===== config.mk =====
export PLATFORM = sky130hd
export DESIGN_NAME = hazard_ctrl_flat
export DESIGN_NICKNAME = d
export VERILOG_FILES = /design/src/rtl/hazard_ctrl_if.sv /design/src/rtl/hazard_ctrl.sv /design/src/flat_wrapper.sv
export SDC_FILE = /design/constraint.sdc
export NUM_CORES = 1
export LEC_CHECK = 0
export ABC_CLOCK_PERIOD_IN_PS = 2800
export CAP_MARGIN = 40
export CORE_UTILIZATION = 40
export CTS_BUF_LIST = sky130_fd_sc_hd__clkbuf_4 sky130_fd_sc_hd__clkbuf_8 sky130_fd_sc_hd__clkbuf_16
export DETAILED_ROUTE_END_ITERATION = 10
export PLACE_DENSITY = 0.72
export SYNTH_ARGS = -nofsm -noshare
export SYNTH_HDL_FRONTEND = slang
export SYNTH_SLANG_ARGS = --single-unit

===== constraint.sdc =====
create_clock -name CLK -period 2.8 [get_ports CLK]
set_input_delay 0.56 -clock CLK [delete_from_list [all_inputs] [get_ports CLK]]
set_output_delay 0.56 -clock CLK [all_outputs]
set_load 0.01 [all_outputs]

===== src/rtl/hazard_ctrl_if.sv =====
// Signal bundle between the pipeline datapath (master) and hazard_ctrl (slave).
interface hazard_ctrl_if #(
   parameter int CNT_W = 16
);
   logic [4:0]       rs1_ID;
   logic [4:0]       rs2_ID;
   logic             uses_rs1_ID;
   logic             uses_rs2_ID;
   logic [4:0]       wrin_EX;
   logic [4:0]       wrin_MEM;
   logic             RegWrite_EX;
   logic             RegWrite_MEM;
   logic             MemRead_EX;
   logic             MemRead_MEM;
   logic             MemWrite_MEM;
   logic             branch_taken_EX;
   logic             dmem_ready;
   logic             pc_en;
   logic             if_id_en;
   logic             id_ex_en;
   logic             ex_mem_en;
   logic             mem_wb_en;
   logic             if_id_flush;
   logic             id_ex_flush;
   logic             dmem_req;
   logic             mem_error;
   logic [1:0]       state;
   logic [CNT_W-1:0] stall_cycles;

   modport master (
      output rs1_ID, rs2_ID, uses_rs1_ID, uses_rs2_ID, wrin_EX, wrin_MEM,
             RegWrite_EX, RegWrite_MEM, MemRead_EX, MemRead_MEM, MemWrite_MEM,
             branch_taken_EX, dmem_ready,
      input  pc_en, if_id_en, id_ex_en, ex_mem_en, mem_wb_en, if_id_flush,
             id_ex_flush, dmem_req, mem_error, state, stall_cycles
   );

   modport slave (
      input  rs1_ID, rs2_ID, uses_rs1_ID, uses_rs2_ID, wrin_EX, wrin_MEM,
             RegWrite_EX, RegWrite_MEM, MemRead_EX, MemRead_MEM, MemWrite_MEM,
             branch_taken_EX, dmem_ready,
      output pc_en, if_id_en, id_ex_en, ex_mem_en, mem_wb_en, if_id_flush,
             id_ex_flush, dmem_req, mem_error, state, stall_cycles
   );
endinterface


===== src/rtl/hazard_ctrl.sv =====
// Pipeline sequencing controller: hazard stalls, branch flushes and the data-memory
// wait FSM with timeout. Optional macro FORWARDING_EN limits data hazards to load-use.
module hazard_ctrl #(
   parameter int MEM_TIMEOUT = 255,
   parameter int CNT_W       = 16
) (
   input  logic         CLK,
   input  logic         RESET_N,
   hazard_ctrl_if.slave hz
);
   localparam int WAIT_W = (MEM_TIMEOUT < 1) ? 1 : $clog2(MEM_TIMEOUT + 1);

   typedef enum logic [1:0] {
      RUN      = 2'd0,
      MEM_WAIT = 2'd1,
      ERROR    = 2'd2
   } state_t;

   state_t            state_r;
   state_t            state_nxt_s;
   logic [WAIT_W-1:0] wait_cnt_r;
   logic [WAIT_W-1:0] wait_cnt_nxt_s;
   logic [CNT_W-1:0]  stall_cnt_r;
   logic              dep_ex_s;
   logic              dep_mem_s;
   logic              data_hazard_s;
   logic              mem_access_s;
   logic              dmem_req_s;
   logic              mem_error_s;
   // Control vectors are {pc, if_id, id_ex, ex_mem, mem_wb, if_id_flush, id_ex_flush}
   logic [6:0]        prio_ctrl_s;
   logic [6:0]        ctrl_s;

   function automatic logic id_depends(input logic [4:0] rs1, input logic use1,
                                       input logic [4:0] rs2, input logic use2,
                                       input logic [4:0] rd);
      return (rd != 5'd0) && ((use1 && (rs1 == rd)) || (use2 && (rs2 == rd)));
   endfunction

   assign dep_ex_s     = id_depends(hz.rs1_ID, hz.uses_rs1_ID, hz.rs2_ID, hz.uses_rs2_ID, hz.wrin_EX);
   assign dep_mem_s    = id_depends(hz.rs1_ID, hz.uses_rs1_ID, hz.rs2_ID, hz.uses_rs2_ID, hz.wrin_MEM);
   assign mem_access_s = hz.MemRead_MEM | hz.MemWrite_MEM;

`ifdef FORWARDING_EN
   logic unused_fwd_s;
   assign data_hazard_s = hz.MemRead_EX & hz.RegWrite_EX & dep_ex_s;
   assign unused_fwd_s  = &{1'b0, dep_mem_s, hz.RegWrite_MEM};
`else
   logic unused_nofwd_s;
   // Without bypass paths any in-flight producer of a source register must drain first
   assign data_hazard_s  = (dep_ex_s & hz.RegWrite_EX) | (dep_mem_s & hz.RegWrite_MEM);
   assign unused_nofwd_s = &{1'b0, hz.MemRead_EX};
`endif

   // Branch / data-hazard / normal priority shared by RUN and the MEM_WAIT release cycle
   always_comb begin
      prio_ctrl_s = 7'b11111_00;
      if (hz.branch_taken_EX) begin
         prio_ctrl_s = 7'b11111_11;
      end else if (data_hazard_s) begin
         prio_ctrl_s = 7'b00111_01;
      end else begin
         prio_ctrl_s = 7'b11111_00;
      end
   end

   // Sequencing FSM: next state, wait counter and all control outputs
   always_comb begin
      ctrl_s         = 7'b00000_00;
      dmem_req_s     = 1'b0;
      mem_error_s    = 1'b0;
      state_nxt_s    = state_r;
      wait_cnt_nxt_s = wait_cnt_r;
      if (!RESET_N) begin
         state_nxt_s    = RUN;
         wait_cnt_nxt_s = {WAIT_W{1'b0}};
      end else begin
         case (state_r)
            RUN: begin
               dmem_req_s = mem_access_s;
               if (mem_access_s && !hz.dmem_ready) begin
                  state_nxt_s    = MEM_WAIT;
                  wait_cnt_nxt_s = {WAIT_W{1'b0}};
               end else begin
                  ctrl_s = prio_ctrl_s;
               end
            end
            MEM_WAIT: begin
               dmem_req_s = 1'b1;
               if (hz.dmem_ready) begin
                  ctrl_s         = prio_ctrl_s;
                  wait_cnt_nxt_s = {WAIT_W{1'b0}};
                  state_nxt_s    = RUN;
               end else if (wait_cnt_r == WAIT_W'(MEM_TIMEOUT)) begin
                  state_nxt_s = ERROR;
               end else begin
                  wait_cnt_nxt_s = wait_cnt_r + {{(WAIT_W-1){1'b0}}, 1'b1};
               end
            end
            ERROR: begin
               mem_error_s = 1'b1;
            end
            default: begin
               state_nxt_s = ERROR;
            end
         endcase
      end
   end

   // State and wait-counter registers
   always_ff @(posedge CLK or negedge RESET_N) begin
      if (!RESET_N) begin
         state_r    <= RUN;
         wait_cnt_r <= {WAIT_W{1'b0}};
      end else begin
         state_r    <= state_nxt_s;
         wait_cnt_r <= wait_cnt_nxt_s;
      end
   end

   // Saturating count of cycles in which the PC is held
   always_ff @(posedge CLK or negedge RESET_N) begin
      if (!RESET_N) begin
         stall_cnt_r <= {CNT_W{1'b0}};
      end else if (!ctrl_s[6] && (stall_cnt_r != {CNT_W{1'b1}})) begin
         stall_cnt_r <= stall_cnt_r + {{(CNT_W-1){1'b0}}, 1'b1};
      end else begin
         stall_cnt_r <= stall_cnt_r;
      end
   end

   assign hz.pc_en        = ctrl_s[6];
   assign hz.if_id_en     = ctrl_s[5];
   assign hz.id_ex_en     = ctrl_s[4];
   assign hz.ex_mem_en    = ctrl_s[3];
   assign hz.mem_wb_en    = ctrl_s[2];
   assign hz.if_id_flush  = ctrl_s[1];
   assign hz.id_ex_flush  = ctrl_s[0];
   assign hz.dmem_req     = dmem_req_s;
   assign hz.mem_error    = mem_error_s;
   assign hz.state        = state_r;
   assign hz.stall_cycles = stall_cnt_r;
endmodule


===== src/flat_wrapper.sv =====
// flat-port wrapper written by rule: the top's interface ports become plain ports
module hazard_ctrl_flat 
#(
   parameter int MEM_TIMEOUT = 255,
   parameter int CNT_W       = 16
)
  (CLK, RESET_N, hz_rs1_ID, hz_rs2_ID, hz_uses_rs1_ID, hz_uses_rs2_ID, hz_wrin_EX, hz_wrin_MEM, hz_RegWrite_EX, hz_RegWrite_MEM, hz_MemRead_EX, hz_MemRead_MEM, hz_MemWrite_MEM, hz_branch_taken_EX, hz_dmem_ready, hz_pc_en, hz_if_id_en, hz_id_ex_en, hz_ex_mem_en, hz_mem_wb_en, hz_if_id_flush, hz_id_ex_flush, hz_dmem_req, hz_mem_error, hz_state, hz_stall_cycles);
  hazard_ctrl_if #(.CNT_W(CNT_W)) hz_i ();
  input  logic CLK;
  input  logic RESET_N;
  input wire logic [$bits(hz_i.rs1_ID)-1:0] hz_rs1_ID;
  input wire logic [$bits(hz_i.rs2_ID)-1:0] hz_rs2_ID;
  input wire logic [$bits(hz_i.uses_rs1_ID)-1:0] hz_uses_rs1_ID;
  input wire logic [$bits(hz_i.uses_rs2_ID)-1:0] hz_uses_rs2_ID;
  input wire logic [$bits(hz_i.wrin_EX)-1:0] hz_wrin_EX;
  input wire logic [$bits(hz_i.wrin_MEM)-1:0] hz_wrin_MEM;
  input wire logic [$bits(hz_i.RegWrite_EX)-1:0] hz_RegWrite_EX;
  input wire logic [$bits(hz_i.RegWrite_MEM)-1:0] hz_RegWrite_MEM;
  input wire logic [$bits(hz_i.MemRead_EX)-1:0] hz_MemRead_EX;
  input wire logic [$bits(hz_i.MemRead_MEM)-1:0] hz_MemRead_MEM;
  input wire logic [$bits(hz_i.MemWrite_MEM)-1:0] hz_MemWrite_MEM;
  input wire logic [$bits(hz_i.branch_taken_EX)-1:0] hz_branch_taken_EX;
  input wire logic [$bits(hz_i.dmem_ready)-1:0] hz_dmem_ready;
  output wire logic [$bits(hz_i.pc_en)-1:0] hz_pc_en;
  output wire logic [$bits(hz_i.if_id_en)-1:0] hz_if_id_en;
  output wire logic [$bits(hz_i.id_ex_en)-1:0] hz_id_ex_en;
  output wire logic [$bits(hz_i.ex_mem_en)-1:0] hz_ex_mem_en;
  output wire logic [$bits(hz_i.mem_wb_en)-1:0] hz_mem_wb_en;
  output wire logic [$bits(hz_i.if_id_flush)-1:0] hz_if_id_flush;
  output wire logic [$bits(hz_i.id_ex_flush)-1:0] hz_id_ex_flush;
  output wire logic [$bits(hz_i.dmem_req)-1:0] hz_dmem_req;
  output wire logic [$bits(hz_i.mem_error)-1:0] hz_mem_error;
  output wire logic [$bits(hz_i.state)-1:0] hz_state;
  output wire logic [$bits(hz_i.stall_cycles)-1:0] hz_stall_cycles;
  assign hz_i.rs1_ID = hz_rs1_ID;
  assign hz_i.rs2_ID = hz_rs2_ID;
  assign hz_i.uses_rs1_ID = hz_uses_rs1_ID;
  assign hz_i.uses_rs2_ID = hz_uses_rs2_ID;
  assign hz_i.wrin_EX = hz_wrin_EX;
  assign hz_i.wrin_MEM = hz_wrin_MEM;
  assign hz_i.RegWrite_EX = hz_RegWrite_EX;
  assign hz_i.RegWrite_MEM = hz_RegWrite_MEM;
  assign hz_i.MemRead_EX = hz_MemRead_EX;
  assign hz_i.MemRead_MEM = hz_MemRead_MEM;
  assign hz_i.MemWrite_MEM = hz_MemWrite_MEM;
  assign hz_i.branch_taken_EX = hz_branch_taken_EX;
  assign hz_i.dmem_ready = hz_dmem_ready;
  assign hz_pc_en = hz_i.pc_en;
  assign hz_if_id_en = hz_i.if_id_en;
  assign hz_id_ex_en = hz_i.id_ex_en;
  assign hz_ex_mem_en = hz_i.ex_mem_en;
  assign hz_mem_wb_en = hz_i.mem_wb_en;
  assign hz_if_id_flush = hz_i.if_id_flush;
  assign hz_id_ex_flush = hz_i.id_ex_flush;
  assign hz_dmem_req = hz_i.dmem_req;
  assign hz_mem_error = hz_i.mem_error;
  assign hz_state = hz_i.state;
  assign hz_stall_cycles = hz_i.stall_cycles;
  hazard_ctrl #(.MEM_TIMEOUT(MEM_TIMEOUT), .CNT_W(CNT_W)) u_core (.CLK(CLK), .RESET_N(RESET_N), .hz(hz_i));
endmodule

Word level (Yosys, flattened, before mapping)
Index checks and enable logic that the tools add are counted.
{ "totals": {"wordCells": 59, "out_inout_bits": 27, "register_bits": 26} }
{ "op_classes": {"n_mux": 20, "reduce_logical": 17, "eq_ne": 13, "n_bitwise": 4, "n_addsub": 2} }
{ "op_table": {"columns": ["cell", "n"], "rows": [
  ["$mux W7", 5],
  ["$mux W8", 4],
  ["$eq A5 B5 Y1", 4],
  ["$add A16 B1 Y16 const B", 1],
  ["$ne A16 B16 Y1 const B", 1],
  ["$pmux W8 S2", 1],
  ["$pmux W7 S2", 1],
  ["$reduce_bool A5 Y1", 2],
  ["$add A8 B1 Y8 const B", 1],
  ["$eq A8 B8 Y1 const B", 1],
  ["$logic_and A1 B1 Y1", 8],
  ["$mux W2", 4],
  ["$pmux W2 S3", 1],
  ["$reduce_and A3 Y1", 2],
  ["$ne A4 B3 Y1 const B", 1],
  ["$ne A4 B4 Y1 const B", 1],
  ["$mux W1", 3],
  ["$ne A3 B1 Y1 const B", 1],
  ["$ne A3 B2 Y1 const B", 1],
  ["$and A1 B1 Y1", 2],
  ["$eq A2 B1 Y1 const B", 1],
  ["$eq A2 B2 Y1 const B", 1],
  ["$logic_not A1 Y1", 2],
  ["$logic_not A2 Y1", 1],
  ["other kinds (4)", 6]
]} }

Logic depth before layout (Yosys ltp)
Gate-level depths: netlist of run 1.
{ "logic_depth": {"depth_word": 13, "mapped_depth": 8} }

Worst setup path after synthesis of run 1
No wires, ideal clock.
{ "synth_path": {"kind": "in2out", "startpoint": "in hz_wrin_EX[0]", "endpoint": "out hz_pc_en", "arrival_ns": 1.835, "n_path_buf": 1, "cell_stages": 6, "slack_ns": 0.405, "path_cell_list": "or4_1 o21a_1 a32oi_4 o21ai_1 inv_1 buf_4"} }
{ "synth_between": {"elab_chain_cells": 11, "elab_cells_between_ends": 15, "classes_between": "2 x eq/ne; 6 x mux; 2 x bitwise; 5 x reduce/logical"} }
{ "synth_rtl": {"columns": ["element", "line", "rtl"], "rows": [
  ["start: declaration", "flat_wrapper.sv:15", "input wire logic [$bits(hz_i.wrin_EX)-1:0] hz_wrin_EX;"],
  ["$eq A5 B5 Y1", "hazard_ctrl.sv:37", "return (rd != 5'd0) && ((use1 && (rs1 == rd)) || (use2 && (rs2 == rd)));"],
  ["$logic_and A1 B1 Y1", "hazard_ctrl.sv:37", null],
  ["$logic_or A1 B1 Y1", "hazard_ctrl.sv:37", null],
  ["$logic_and A1 B1 Y1 *", "hazard_ctrl.sv:37", null],
  ["$and A1 B1 Y1 *", "hazard_ctrl.sv:51", "assign data_hazard_s = (dep_ex_s & hz.RegWrite_EX) | (dep_mem_s & hz.RegWrite_MEM);"],
  ["$or A1 B1 Y1 *", "hazard_ctrl.sv:51", null],
  ["$mux W7 *", "hazard_ctrl.sv:60", "end else if (data_hazard_s) begin"],
  ["$mux W7 *", "hazard_ctrl.sv:58", "if (hz.branch_taken_EX) begin"],
  ["$mux W7 (on tied branches)", "hazard_ctrl.sv:90, hazard_ctrl.sv:81", null],
  ["$pmux W7 S2 *", "hazard_ctrl.sv:78", "case (state_r)"],
  ["$mux W7 *", "hazard_ctrl.sv:74", "if (!RESET_N) begin"],
  ["end: declaration", "flat_wrapper.sv:24", "output wire logic [$bits(hz_i.pc_en)-1:0] hz_pc_en;"]
]} }
Every way passes the cells marked *; elsewhere a longest branch is shown, timed or not.

Worst setup path after layout of run 1
{ "layout_path": {"startpoint": "in hz_wrin_EX[4]", "endpoint": "out hz_if_id_en"} }
{ "layout_between": {"elab_chain_cells": 11, "elab_cells_between_ends": 15, "classes_between": "2 x eq/ne; 6 x mux; 2 x bitwise; 5 x reduce/logical"} }
{ "layout_rtl": {"columns": ["element", "line", "rtl"], "rows": [
  ["$eq A5 B5 Y1", "hazard_ctrl.sv:37", null],
  ["$logic_and A1 B1 Y1", "hazard_ctrl.sv:37", null],
  ["$logic_or A1 B1 Y1", "hazard_ctrl.sv:37", null],
  ["$logic_and A1 B1 Y1 *", "hazard_ctrl.sv:37", null],
  ["$and A1 B1 Y1 *", "hazard_ctrl.sv:51", null],
  ["$or A1 B1 Y1 *", "hazard_ctrl.sv:51", null],
  ["$mux W7 *", "hazard_ctrl.sv:60", null],
  ["$mux W7 *", "hazard_ctrl.sv:58", null],
  ["$mux W7 (on tied branches)", "hazard_ctrl.sv:90, hazard_ctrl.sv:81", null],
  ["$pmux W7 S2 *", "hazard_ctrl.sv:78", null],
  ["$mux W7 *", "hazard_ctrl.sv:74", null],
  ["end: declaration", "flat_wrapper.sv:25", "output wire logic [$bits(hz_i.if_id_en)-1:0] hz_if_id_en;"]
]} }
Marks and branches as above.

==> results of run 1 <==
worst max-delay path: cells and delay by family:
kind	cells	cell delay, ps
buffers and inverters	3	620
AO/OA/AOI/OAI	3	550
AND/OR/NAND/NOR	1	400
synthesized netlist by cell type (all sizes together):
library cell	number	share of area, %
xnor2	32	17
dfrtp	26	40
nand4	16	6.1
nor2	13	3.0
nand2	11	2.5
and3	8	3.0
inv	7	1.6
xor2	7	3.7
nand3	5	1.8
and4	4	2.1
buf	4	2.1
o21ai	4	1.9
mux2	3	2.1
nand2b	3	1.1
nor3	3	0.91
o22ai	3	1.5
a21oi	2	0.61
and2	2	0.76
ha	2	1.5
o21a	2	0.91
or4	2	0.91
a2111oi	1	0.53
a32oi	1	1.7
a41oi	1	0.53
clkbuf	1	0.23
mux2i	1	0.61
o31ai	1	1.3
or2	1	0.38
timing repair:
item                                    in CTS  in global routing
pin swaps                                    1                  4
hold buffers                                 0                  0
buffers inserted                             0                  0
gates cloned                                 0                  0
endpoints found under the setup margin       7                  5
hold endpoints to repair                     0                  0
resized for setup                           16                  6
layout make-up:
class                   count  area [sq um]
fillers                   340          1394
multi-input cells         128         945.9
repair buffers             71         680.7
flip-flops and latches     26         650.6
well taps                  48         60.06
clock buffers               3         41.29
inverters                   7         26.28
registers in the layout (all words and copies together) (netlist names):
signal                  cells
u_core.hz.state             2
u_core.hz.stall_cycles     16
u_core.wait_cnt_r           8
per-layer routing:
| layer | track usage [%] | vias to the layer above |
|---|---|---|
| met5 | 0 | - |
| met1 | 23.62 | 675 |
| met2 | 31.76 | 26 |
| met4 | 1.596 | 0 |
| met3 | 3.621 | 2 |
| li1 | - | 725 |
how the worst min path moves through the flow:
stage | cells past startpoint | startpoint | end | slack (ps)
detailed placement | 1 | u_core.hz.stall_cycles[10] | u_core.hz.stall_cycles[10] | 480
global route | 1 | u_core.hz.stall_cycles[4] | u_core.hz.stall_cycles[4] | 520
global placement | 1 | u_core.hz.stall_cycles[4] | u_core.hz.stall_cycles[4] | 480
finish | 1 | u_core.hz.stall_cycles[10] | u_core.hz.stall_cycles[10] | 490
CTS | 1 | u_core.hz.stall_cycles[10] | u_core.hz.stall_cycles[10] | 500
floorplan | 0 | RESET_N | u_core.hz.stall_cycles[0] | 260
power by group through the flow:
stage | combinational [uW] | sequential, uW | clock (uW)
floorplan | 151 | 521 | 0
global placement | 384 | 510 | 0
CTS | 388 | 505 | 209
global route | 418 | 516 | 223
finish | 383 | 503 | 204
detailed placement | 390 | 511 | 0
cell families (layout without fill, tap and decap cells):
group	after synthesis	count (layout)	share of synthesized area [%]
AND/OR/NAND/NOR	68	68	22.66
XOR/XNOR	39	39	20.76
flip-flops	26	26	39.54
AO/OA/AOI/OAI	15	15	8.973
buffers and inverters	12	81	3.878
multiplexers	4	4	2.661
adder cells (fa/ha/maj)	2	2	1.521
metrics by stage:
stage / setup WS (ps) / setup TNS (ps) / utilization, % / hold WS [ps]
2_1_floorplan: 405.0 / 0 / - / 264.4
3_3_place_gp: -349.8 / -1183 / 61.96 / 482.7
3_5_place_dp: -383.8 / -1314 / 61.96 / 482.2
4_1_cts: -9.449 / -9.449 / 63.08 / 497.6
5_1_grt: 26.17 / 0 / 63.31 / 520.4
6_report: 113.0 / 0 / 63.31 / 492.5
==> results_dict.tcl, run 1 <==
set metrics [dict create \
    via_count 1428 \
    placed_area_sq_mm 0.002354 \
    clockBufferDepth 2 \
    fin_skew_ps 2.437 \
    wl_per_cell_microns 13.16 \
    slew_headroom_pct 64.49 \
    hpwl_mm 2.925 \
    clk-insertion-delay-late_ps 260 \
    period_minus_slack_ps 2687 \
    p_int_uw 756.7 \
    final_nets 270 \
    rows 22 \
    finalMaxSlewViolations 0 \
    h-tree-depth 1 \
    crit_chain "clkdlybuf4s50_1, or4_1, o21a_1, a32oi_4, o21ai_2, inv_1, buf_2" \
    grt_antenna_before_repair 0 \
    synth-warning-count 0 \
    drc_errors 0 \
    drt_wl_total_mm 3.725 \
    drtIter0Drc 52 \
    finish.instance_area_sq_mm 0.002405 \
    rsz0062_at_grt "false" \
    port_buffers 56 \
    powerDensity_mw_per_mm2 453.3 \
    timing.rr.start "u_core.wait_cnt_r[0]" \
    via_per_inst 5.046 \
    max-cap-violations 0 \
    r2r_cells 8 \
    die_w_microns 66.14 \
    critical_path_class "in2out" \
    cts_tree "built" \
    insertedDiodeCount 0 \
    cp_data_arrival_time_ps 2130 \
    drive_above_1_share_pct 13.19 \
    synth_cells 166 \
    layout.cells.non_filler 283 \
    hold_violations 0 \
    dr.pass1.iters 4 \
    synth_cell_type_count 33 \
    crit_path_top_delay_cell "clkdlybuf4s50_1" \
    synth-seq-area-share_pct 39.54 \
    gp_congestion 0.8591 \
    dr_wl_met2_mm 1.877 \
    wl_met3_microns 120 \
    syn_area_sq_mm 0.001645 \
    mostFrequentLayoutCell "clkdlybuf4s50_1" \
    clockRootBuffer "clkbuf_8" \
    grt-ovfl-total 0 \
    p_sw_uw 333.5 \
    grt_max_degree 31 \
    peakVddDrop_mv 0.4028 \
    worst_pin_slew_ps 529.1 \
    dieArea_sq_mm 0.004374 \
    p_total_uw 1090 \
    path_clk_slew_ps 80 \
    grt_pass1_wl_mm 6.175 \
    track_usage_pct 18.07 \
    r2r-end "u_core.wait_cnt_r[3]" \
    power.leakage_uw 0.001022 \
    synth-seq-cells 26 \
    clkPwrFrac_pct 18.7 \
    start_kind "input port" \
    grt_pass1_vias 1387 \
    ant_nets 0 \
    cts.sinks 26 \
    syn_to_final_growth_pct 46.16 \
    cts_buffers 3 \
    endpoint_kind "output port" \
    dpl.cell_count 280 \
    timing.critical_path.from "hz_wrin_EX[4]" \
    status "completed" \
    syn_nets 199 \
    endpoint "hz_if_id_en" \
    setup-violations-final 0 \
    switching_share_pct 30.59 \
    worstHoldPathType "reg2reg" \
    met1Wirelength_mm 1.703 \
    period_share_pct 95.96 \
    syn_area_per_cell_sq_um 9.912 \
    cp_max_fo 3 \
    slowest_delay_ps 420 \
    p_comb_share_pct 35.1 \
    topRoutingLayerUsed "met4" \
    fmax_mhz 372.2 \
    ff2ff_setup_slack_ps 690 \
    final_cell_mix "clkdlybuf4s50_1, xnor2_1, dfrtp_1" \
    p_seq_share_pct 46.2 \
    initial_utilization_pct 43.31 \
    required_ps 2240 \
    pin_count 58 \
    dieHeight_microns 66.14 \
    fp.coreArea_sq_mm 0.003799 \
]
(Power assumes the default switching activity.)
==> inputs of run 2 (changes only) <==
- CAP_MARGIN: 40 -> not set
- GPL_TIMING_DRIVEN: not set -> 0
- PLACE_DENSITY: 0.72 -> 0.75
==> results_dict.tcl, run 2 (same netlist as run 1, synthesis figures left out) <==
set metrics [dict create \
    status "completed" \
    p_total_uw 1079 \
    setup-violations-final 0 \
    largest_reg_flops 16 \
    drc_errors 0 \
    required_ps 2240 \
    utilization_pct 61.59 \
    start_kind "input port" \
    syn_to_final_growth_pct 42.21 \
    pin_count 58 \
    die_w_microns 66.14 \
    placed_area_sq_mm 0.002266 \
    cp_max_fo 3 \
    worstHoldPathType "in2async" \
    dieArea_sq_mm 0.004374 \
    dr.pass1.iters 4 \
    fillCellCount 342 \
    initial_utilization_pct 43.31 \
    peakVddDrop_mv 0.4348 \
    endpoint_kind "output port" \
    h-tree-depth 1 \
    period_minus_slack_ps 2726 \
    rsz0062_at_grt "true" \
    grt_antenna_before_repair 0 \
    cts_buffers 3 \
    slew_headroom_pct 65.26 \
    hpwl_mm 2.854 \
    drtIter0Drc 102 \
    insertedDiodeCount 0 \
    worst_pin_slew_ps 517.6 \
    grt-ovfl-total 0 \
    grt_pass1_vias 1370 \
    track_usage_pct 17.77 \
    critical_path_class "in2out" \
    wl_per_cell_microns 13.61 \
    drive_above_1_share_pct 11.40 \
    via_count 1448 \
    final_cell_mix "xnor2_1, clkdlybuf4s50_1, dfrtp_1" \
    via_per_inst 5.246 \
    clockRootBuffer "clkbuf_8" \
    grt_max_degree 32 \
    r2r_cells 8 \
    clk-insertion-delay-late_ps 260 \
    period_share_pct 97.36 \
    clockBufferDepth 2 \
    fp.coreArea_sq_mm 0.003799 \
    path_clk_slew_ps 80 \
    power.leakage_uw 0.001013 \
    rows 22 \
    cts_tree "built" \
    cp_data_arrival_time_ps 2170 \
    finalMaxSlewViolations 0 \
    final_nets 263 \
    finish.instance_area_sq_mm 0.002340 \
    dieHeight_microns 66.14 \
    cts.sinks 26 \
    drt_wl_total_mm 3.757 \
    hold_violations 0 \
    ant_nets 0 \
    mostFrequentLayoutCell "xnor2_1" \
    gp_congestion 0.7972 \
    fin_skew_ps 3.681 \
    fmax_mhz 366.8 \
    powerDensity_mw_per_mm2 461.0 \
    port_buffers 56 \
    grt_pass1_wl_mm 6.044 \
    max-cap-violations 0 \
]
==> run 2: cell types whose count changed in the layout (fill, tap and decap cells not counted), sizes merged <==
cell and delta:
clkdlybuf4s50 -17, clkdlybuf4s15 +4, buf -9, clkbuf +1, dlymetal6s2s +1, dlygate4sd2 +13
==> run 2: layout make-up <==
| type | count | area (sq um) | share of cell area (%) |
|---|---|---|---|
| Timing Repair Buffer | 59 | 575.6 | 24.60 |
| Multi-Input combinational cell | 128 | 948.4 | 40.53 |
| Buffer | 5 | 37.54 | 1.604 |
| Sequential cell | 26 | 650.6 | 27.81 |
| Clock buffer | 3 | 41.29 | 1.765 |
| Inverter | 7 | 26.28 | 1.123 |
| Tap cell | 48 | 60.06 | 2.567 |
==> run 2: power breakdown <==
part           internal [uW]  leakage [uW]  switching [uW]  total [uW]
logic                    218      0.000642             153         371
registers                429      0.000349            75.6         504
clock network           96.2     0.0000216             108         204
total                    743       0.00101             336        1080
==> run 2: final timing paths <==
path                                      startpoint                         end  slack, ps
setup / recovery                       hz_wrin_EX[4]                    hz_pc_en         70
hold / removal                               RESET_N        u_core.wait_cnt_r[4]        200
setup reg to reg           u_core.hz.stall_cycles[0]   u_core.hz.stall_cycles[3]        640
hold reg to reg            u_core.hz.stall_cycles[4]   u_core.hz.stall_cycles[4]        490
max in group asynchronous                    RESET_N  u_core.hz.stall_cycles[10]       2330
min in group CLK           u_core.hz.stall_cycles[4]   u_core.hz.stall_cycles[4]        490
==> run 2: per-stage QoR <==
| step | setup TNS (ps) | hold WS (ps) | cells | setup WS [ps] |
|---|---|---|---|---|
| floorplan | 0 | 264.4 | 166 | 405.0 |
| global placement | -19080 | 480.8 | 270 | -1356 |
| detailed placement | -19750 | 485.2 | 270 | -1378 |
| CTS | 0 | 208.2 | 276 | 4.216 |
| global route | -6.855 | 223.5 | 276 | -6.855 |
| finish | 0 | 203.0 | 276 | 73.84 |
==> run 2: worst max-delay path, cell delays in order <==
cell	delay (ps)
clkdlybuf4s15_2	210
or4_1	530
o21a_1	210
a32oi_4	210
o21ai_2	80
inv_1	70
buf_4	90
clkdlybuf4s15_2	210
==> run 2: routing by layer <==
layer	share of wire, %	GRT usage (%)	vias to the layer above
li1	-	-	706
met1	43	22.63	704
met5	0	0	-
met3	5.5	4.138	2
met2	51	31.12	36
met4	0.32	2.394	0
==> run 2: what timing repair did <==
action,CTS,global route
setup endpoints to repair,25,5
resized for setup,40,7
pin swaps,8,6
buffers inserted,3,0
hold buffers,0,0
